### config.mk
export PLATFORM = sky130hd
export DESIGN_NAME = lfsr_word_gen
export DESIGN_NICKNAME = d
export VERILOG_FILES = /design/src/rtl/lfsr_word_gen.sv
export SDC_FILE = /design/constraint.sdc
export NUM_CORES = 1
export LEC_CHECK = 0
export BUFFER_PORTS_ARGS = -buffer_cell sky130_fd_sc_hd__buf_2
export CORE_MARGIN = 1.5
export CORE_UTILIZATION = 55
export CTS_BUF_LIST = sky130_fd_sc_hd__clkbuf_2 sky130_fd_sc_hd__clkbuf_4 sky130_fd_sc_hd__clkbuf_8
export DETAILED_ROUTE_END_ITERATION = 8
export PLACE_DENSITY = 0.89
export SLEW_MARGIN = 20
export SYNTH_ARGS = -nofsm -noshare
export SYNTH_HDL_FRONTEND = slang
export SYNTH_SLANG_ARGS = --single-unit
### constraint.sdc
create_clock -name clk -period 3.3 [get_ports clk]
set_input_delay 0.165 -clock clk [delete_from_list [all_inputs] [get_ports clk]]
set_output_delay 0.165 -clock clk [all_outputs]
set_load 0.02 [all_outputs]
### src/rtl/lfsr_word_gen.sv
// Fibonacci LFSR word generator: BPC feedback steps per clock, packed into OUT_W-bit words on valid/ready.
// Optional LFSR_LOCKUP_RECOVER_EN: a zero seed load is replaced by SEED and flagged on lockup.
module lfsr_word_gen #(
  parameter int unsigned      WIDTH = 32,
  parameter logic [WIDTH-1:0] POLY  = 32'h88000140,
  parameter logic [WIDTH-1:0] SEED  = 32'h00000001,
  parameter int unsigned      OUT_W = 8,
  parameter int unsigned      BPC   = 1
) (
  input  logic             clk,
  input  logic             rst,
  input  logic             en,
  input  logic             load,
  input  logic [WIDTH-1:0] load_data,
  output logic [OUT_W-1:0] out_word,
  output logic             out_valid,
  input  logic             out_ready,
  output logic             lockup
);

  localparam int unsigned      STEPS    = OUT_W / BPC;
  localparam int unsigned      CNT_W    = (STEPS > 1) ? $clog2(STEPS) : 1;
  localparam logic [CNT_W-1:0] CNT_LAST = CNT_W'(STEPS - 1);

  typedef enum logic [1:0] {
    S_IDLE,
    S_GEN,
    S_VALID
  } state_t;

  state_t           r_state;
  state_t           w_state_nxt;
  logic [WIDTH-1:0] r_data;
  logic [CNT_W-1:0] r_cnt;
  logic [OUT_W-1:0] r_word;
  logic [OUT_W-1:0] r_out_word;
  logic             r_out_valid;

  logic [WIDTH-1:0] w_data_nxt;
  logic [OUT_W-1:0] w_word_nxt;
  logic             w_fb;
  logic [WIDTH-1:0] w_load_val;
  logic             w_gen_step;
  logic             w_last;

  // BPC shift steps unrolled; each feedback bit also enters the word from the LSB side
  always_comb begin
    w_fb       = 1'b0;
    w_data_nxt = r_data;
    w_word_nxt = r_word;
    for (int unsigned i = 0; i < BPC; i++) begin
      w_fb       = ^(w_data_nxt & POLY);
      w_data_nxt = {w_data_nxt[WIDTH-2:0], w_fb};
      w_word_nxt = {w_word_nxt[OUT_W-2:0], w_fb};
    end
  end

`ifdef LFSR_LOCKUP_RECOVER_EN
  logic w_zero_seed;
  logic r_lockup;

  assign w_zero_seed = (load_data == '0);
  assign w_load_val  = w_zero_seed ? SEED : load_data;

  always_ff @(posedge clk) begin
    if (!rst) begin
      r_lockup <= 1'b0;
    end else begin
      r_lockup <= load & w_zero_seed;
    end
  end

  assign lockup = r_lockup;
`else
  assign w_load_val = load_data;
  assign lockup     = 1'b0;
`endif

  assign w_gen_step = (r_state == S_GEN) && en && !load;
  assign w_last     = (r_cnt == CNT_LAST);

  always_comb begin
    w_state_nxt = r_state;
    if (load) begin
      w_state_nxt = S_IDLE;
    end else begin
      case (r_state)
        S_IDLE:  if (en) w_state_nxt = S_GEN;
        S_GEN:   if (en && w_last) w_state_nxt = S_VALID;
        S_VALID: if (out_ready) w_state_nxt = en ? S_GEN : S_IDLE;
        default: w_state_nxt = S_IDLE;
      endcase
    end
  end

  always_ff @(posedge clk) begin
    if (!rst) begin
      r_state <= S_IDLE;
    end else begin
      r_state <= w_state_nxt;
    end
  end

  always_ff @(posedge clk) begin
    if (!rst) begin
      r_data      <= SEED;
      r_cnt       <= '0;
      r_word      <= '0;
      r_out_word  <= '0;
      r_out_valid <= 1'b0;
    end else if (load) begin
      r_data      <= w_load_val;
      r_cnt       <= '0;
      r_word      <= '0;
      r_out_valid <= 1'b0;
    end else if (w_gen_step) begin
      r_data <= w_data_nxt;
      r_word <= w_word_nxt;
      if (w_last) begin
        r_out_word  <= w_word_nxt;
        r_out_valid <= 1'b1;
        r_cnt       <= '0;
      end else begin
        r_cnt <= r_cnt + CNT_W'(1);
      end
    end else if ((r_state == S_VALID) && out_ready) begin
      r_out_valid <= 1'b0;
    end
  end

  assign out_word  = r_out_word;
  assign out_valid = r_out_valid;

endmodule
==> flow_results.xml <==
<?xml version="1.0" encoding="UTF-8"?>
<metrics>
  <group name="sta">
    <metric name="final_period_minus_worst_setup_slack" unit="ns">1.796</metric>
    <metric name="finalSetupTns" unit="ns">0</metric>
    <metric name="setup_repair_after_global_routing_missed_its_margin" unit="">false</metric>
    <metric name="hold_viol_final" unit="">0</metric>
    <metric name="finClkSkew" unit="ns">0.001833</metric>
    <metric name="max_slew.worst_pin.slew" unit="ns">0.7943</metric>
    <metric name="fmaxAchievable" unit="MHz">556.7</metric>
    <metric name="report.final.setup_viol" unit="">0</metric>
    <metric name="maxSlewHeadroom" unit="">0.4697</metric>
    <metric name="period_share" unit="">0.5444</metric>
    <metric name="timing.final.max_slew_violations" unit="">0</metric>
    <metric name="setup_slack" unit="ns">1.504</metric>
  </group>
  <group name="placement">
    <metric name="finalWeightedCongestion" unit="">0.7841</metric>
    <metric name="buffers_added_on_ports" unit="">45</metric>
    <metric name="placed_cell_count" unit="">351</metric>
    <metric name="place.detailed.hpwl" unit="um">2953</metric>
    <metric name="place_ws" unit="ns">1.514</metric>
  </group>
  <group name="floorplanning">
    <metric name="ios" unit="">47</metric>
    <metric name="die_w" unit="um">66.65</metric>
    <metric name="die_y" unit="um">66.65</metric>
    <metric name="fp.dieArea" unit="sq mm">0.004442</metric>
    <metric name="floorplan.initialDensity" unit="">0.5909</metric>
    <metric name="core-area" unit="sq mm">0.003771</metric>
    <metric name="num_rows" unit="">22</metric>
  </group>
  <group name="synth">
    <metric name="synth-async-reset-ratio" unit="">0</metric>
    <metric name="netlist_top_cells_area" unit="">sky130_fd_sc_hd__dfxtp_1 48%, sky130_fd_sc_hd__nand2_1 13%, sky130_fd_sc_hd__a31oi_1 8.7%</metric>
    <metric name="synth_largest_type_area_fraction" unit="">0.4761</metric>
    <metric name="syn_avg_cell_area" unit="sq um">7.987</metric>
    <metric name="count_of_state_elements_after_synthesis" unit="">53</metric>
    <metric name="synth_nets" unit="">318</metric>
    <metric name="post-synth-top-area-cell" unit="">sky130_fd_sc_hd__dfxtp_1</metric>
    <metric name="number_of_enable_flip_flop_cells_after_synthesis" unit="">0</metric>
    <metric name="post_synth_inst_count" unit="">279</metric>
    <metric name="mappedNetlistArea" unit="sq mm">0.002228</metric>
    <metric name="synth-warning-count" unit="">0</metric>
    <metric name="post_synth_num_cell_types" unit="">31</metric>
    <metric name="seq_area_frac_synth" unit="">0.4761</metric>
    <metric name="dominantRegCellSynth" unit="">sky130_fd_sc_hd__dfxtp_1</metric>
  </group>
  <group name="clocking">
    <metric name="clockRootBuffer" unit="">sky130_fd_sc_hd__clkbuf_8</metric>
    <metric name="post_cts_resize_count" unit="">0</metric>
    <metric name="tritoncts_clock_tree" unit="">done</metric>
    <metric name="worstSkewPairLatency" unit="ns">0.30</metric>
    <metric name="cts_made_buffers" unit="">5</metric>
    <metric name="cts_post_setup_buffers_inserted" unit="">0</metric>
    <metric name="number_of_h_tree_branching_levels" unit="">2</metric>
    <metric name="cts.sinks" unit="">53</metric>
    <metric name="path_clk_slew" unit="ns">0.09</metric>
    <metric name="hold_buffers" unit="">0</metric>
    <metric name="max-clock-path-buffers" unit="">2</metric>
  </group>
  <group name="cells_and_area">
    <metric name="final_layout_size_suffix_gt1_frac" unit="">0.1865</metric>
    <metric name="final_nets" unit="">349</metric>
    <metric name="final_cells" unit="">359</metric>
    <metric name="final_core_util" unit="">0.6563</metric>
    <metric name="mostFrequentLayoutCell" unit="">sky130_fd_sc_hd__nand2_1</metric>
    <metric name="flow.area_growth_from_synthesis" unit="%">11.06</metric>
    <metric name="final_cell_mix" unit="">80 x sky130_fd_sc_hd__nand2_1, 53 x sky130_fd_sc_hd__dfxtp_1, 45 x sky130_fd_sc_hd__buf_2</metric>
    <metric name="antenna-diode-count" unit="">0</metric>
  </group>
  <group name="run_status">
    <metric name="outcome" unit="">finished, final reports clean</metric>
  </group>
  <group name="pwr">
    <metric name="switching_share" unit="">0.2488</metric>
    <metric name="irDropWorstVdd" unit="mV">0.2718</metric>
    <metric name="power_switching" unit="uW">288.1</metric>
    <metric name="leakage_power" unit="uW">0.0009443</metric>
    <metric name="portion_of_total_power_attributed_to_the_clock_network" unit="">0.315</metric>
    <metric name="internal_power" unit="uW">869.8</metric>
    <metric name="cellPowerDensity" unit="mW/mm^2">467.8</metric>
    <metric name="sequentialPowerShare" unit="">0.592</metric>
    <metric name="logic_gate_share_of_total_power" unit="">0.093</metric>
    <metric name="totalPowerFinal" unit="uW">1158</metric>
  </group>
  <group name="setup_path">
    <metric name="critical_path.endpoint_type" unit="">register</metric>
    <metric name="arrival" unit="ns">2.04</metric>
    <metric name="setup.worst_path.start_class" unit="">register</metric>
    <metric name="worstPathMaxFanout" unit="">23</metric>
    <metric name="worst-setup-path-type" unit="">register to register</metric>
    <metric name="worst-endpoint-required" unit="ns">3.54</metric>
  </group>
  <group name="detailed_routing">
    <metric name="drt_first_iter_violations" unit="">124</metric>
    <metric name="routed_wirelength" unit="um">4453</metric>
    <metric name="drt_pass1_iterations" unit="">4</metric>
    <metric name="detailroute.via_count" unit="">1974</metric>
    <metric name="final_antenna_net_count" unit="">0</metric>
    <metric name="drc" unit="">0</metric>
    <metric name="viasPerCell" unit="">5.499</metric>
    <metric name="drt-wirelength-per-cell" unit="um">12.40</metric>
  </group>
  <group name="global_route">
    <metric name="antenna_found_initial" unit="">0</metric>
    <metric name="grt_first_pass_wirelength" unit="um">7507</metric>
    <metric name="globalRoute.totalOverflow" unit="">0</metric>
    <metric name="grt_pass1_vias" unit="">1648</metric>
    <metric name="grt_max_degree" unit="">63</metric>
    <metric name="track_usage" unit="">0.2223</metric>
  </group>
  <group name="hold_path">
    <metric name="holdCritPathClass" unit="">input pin to register</metric>
  </group>
  <group name="job">
    <metric name="maxCapViolations" unit="">0</metric>
  </group>
</metrics>
[synth_stat cells (2+ instances only)]
| library cell | n |
|---|---|
| sky130_fd_sc_hd__nand3_1 | 8 |
| sky130_fd_sc_hd__dfxtp_1 | 53 |
| sky130_fd_sc_hd__nand2_1 | 80 |
| sky130_fd_sc_hd__buf_2 | 4 |
| sky130_fd_sc_hd__a21oi_1 | 19 |
| sky130_fd_sc_hd__buf_6 | 6 |
| sky130_fd_sc_hd__a31oi_1 | 31 |
| sky130_fd_sc_hd__clkbuf_1 | 10 |
| sky130_fd_sc_hd__ha_1 | 2 |
| sky130_fd_sc_hd__nor2_1 | 5 |
| sky130_fd_sc_hd__xnor2_1 | 3 |
| sky130_fd_sc_hd__a311oi_1 | 2 |
| sky130_fd_sc_hd__o21ai_0 | 38 |
[layout make-up]
cell class | instances | area, sq um
clock buffer | 6 | 76.32
clock inverter | 2 | 15.01
fill | 327 | 1296
inverter | 3 | 11.26
multi-input combinational | 201 | 1018
sequential | 53 | 1061
tap | 48 | 60.06
timing repair buffer | 46 | 232.7
[power groups by stage]
stage                     combinational [uW]  sequential (uW)  clock [uW]
after CTS                                108              685         373
after global placement                   105              699           0
after floorplan                         77.8              696           0
after global routing                     123              690         404
final                                    108              685         365
after detailed placement                 108              699           0
[final timing paths]
| kind | start | slack [ns] | cells past startpoint | to |
|---|---|---|---|---|
| max reg2reg | r_state[0] | 1.50 | 4 | r_data[25] |
| max | r_state[0] | 1.50 | 4 | r_data[25] |
| min reg2reg | r_cnt[2] | 0.47 | 2 | r_cnt[2] |
| min | out_ready | 0.08 | 2 | out_valid |
[stage by stage]
stage / area [sq um] / hold WS [ns]
detailed placement: 2384 / 0.4079
global route: 2475 / 0.08029
floorplan: 2228 / 0.2837
global placement: 2384 / 0.3986
finish: 2475 / 0.08239
CTS: 2475 / 0.07572
[metal layers]
layer	vias to the layer above	GRT usage	routed length, um	part of all wire
met3	8	0.06588	291	0.065
met5	-	0	0	0
met4	0	0.08418	80	0.018
li1	1027	-	-	-
met2	53	0.3413	1968	0.44
met1	886	0.2941	2113	0.47
[cell families (layout without fill, tap and decap cells)]
| kind of cell | Yosys count | count (layout) | share of synthesized area |
|---|---|---|---|
| other | 1 | 1 | 0.001683 |
| muxes | 1 | 1 | 0.004492 |
| AOI/OAI and AO/OA | 93 | 93 | 0.2364 |
| and+or+nand+nor | 101 | 101 | 0.1915 |
| adders and majority gates | 2 | 2 | 0.01123 |
| buffers and inverters | 25 | 57 | 0.06681 |
| DFF | 53 | 53 | 0.4761 |
| xor gates and xnor gates | 3 | 3 | 0.01179 |
[flip-flops by register name, summed over array words and instances (netlist names)]
signal,flops
r_data,32
out_word,8
r_word,7
r_cnt,3
r_state,2
out_valid,1
[critical path: stages (launching register included)]
cell	delay, ns
sky130_fd_sc_hd__dfxtp_1	0.47
sky130_fd_sc_hd__and3b_1	0.63
sky130_fd_sc_hd__buf_4	0.38
sky130_fd_sc_hd__nand2_1	0.10
sky130_fd_sc_hd__a31oi_1	0.15
Note: power is estimated with default switching activity, not from simulation.
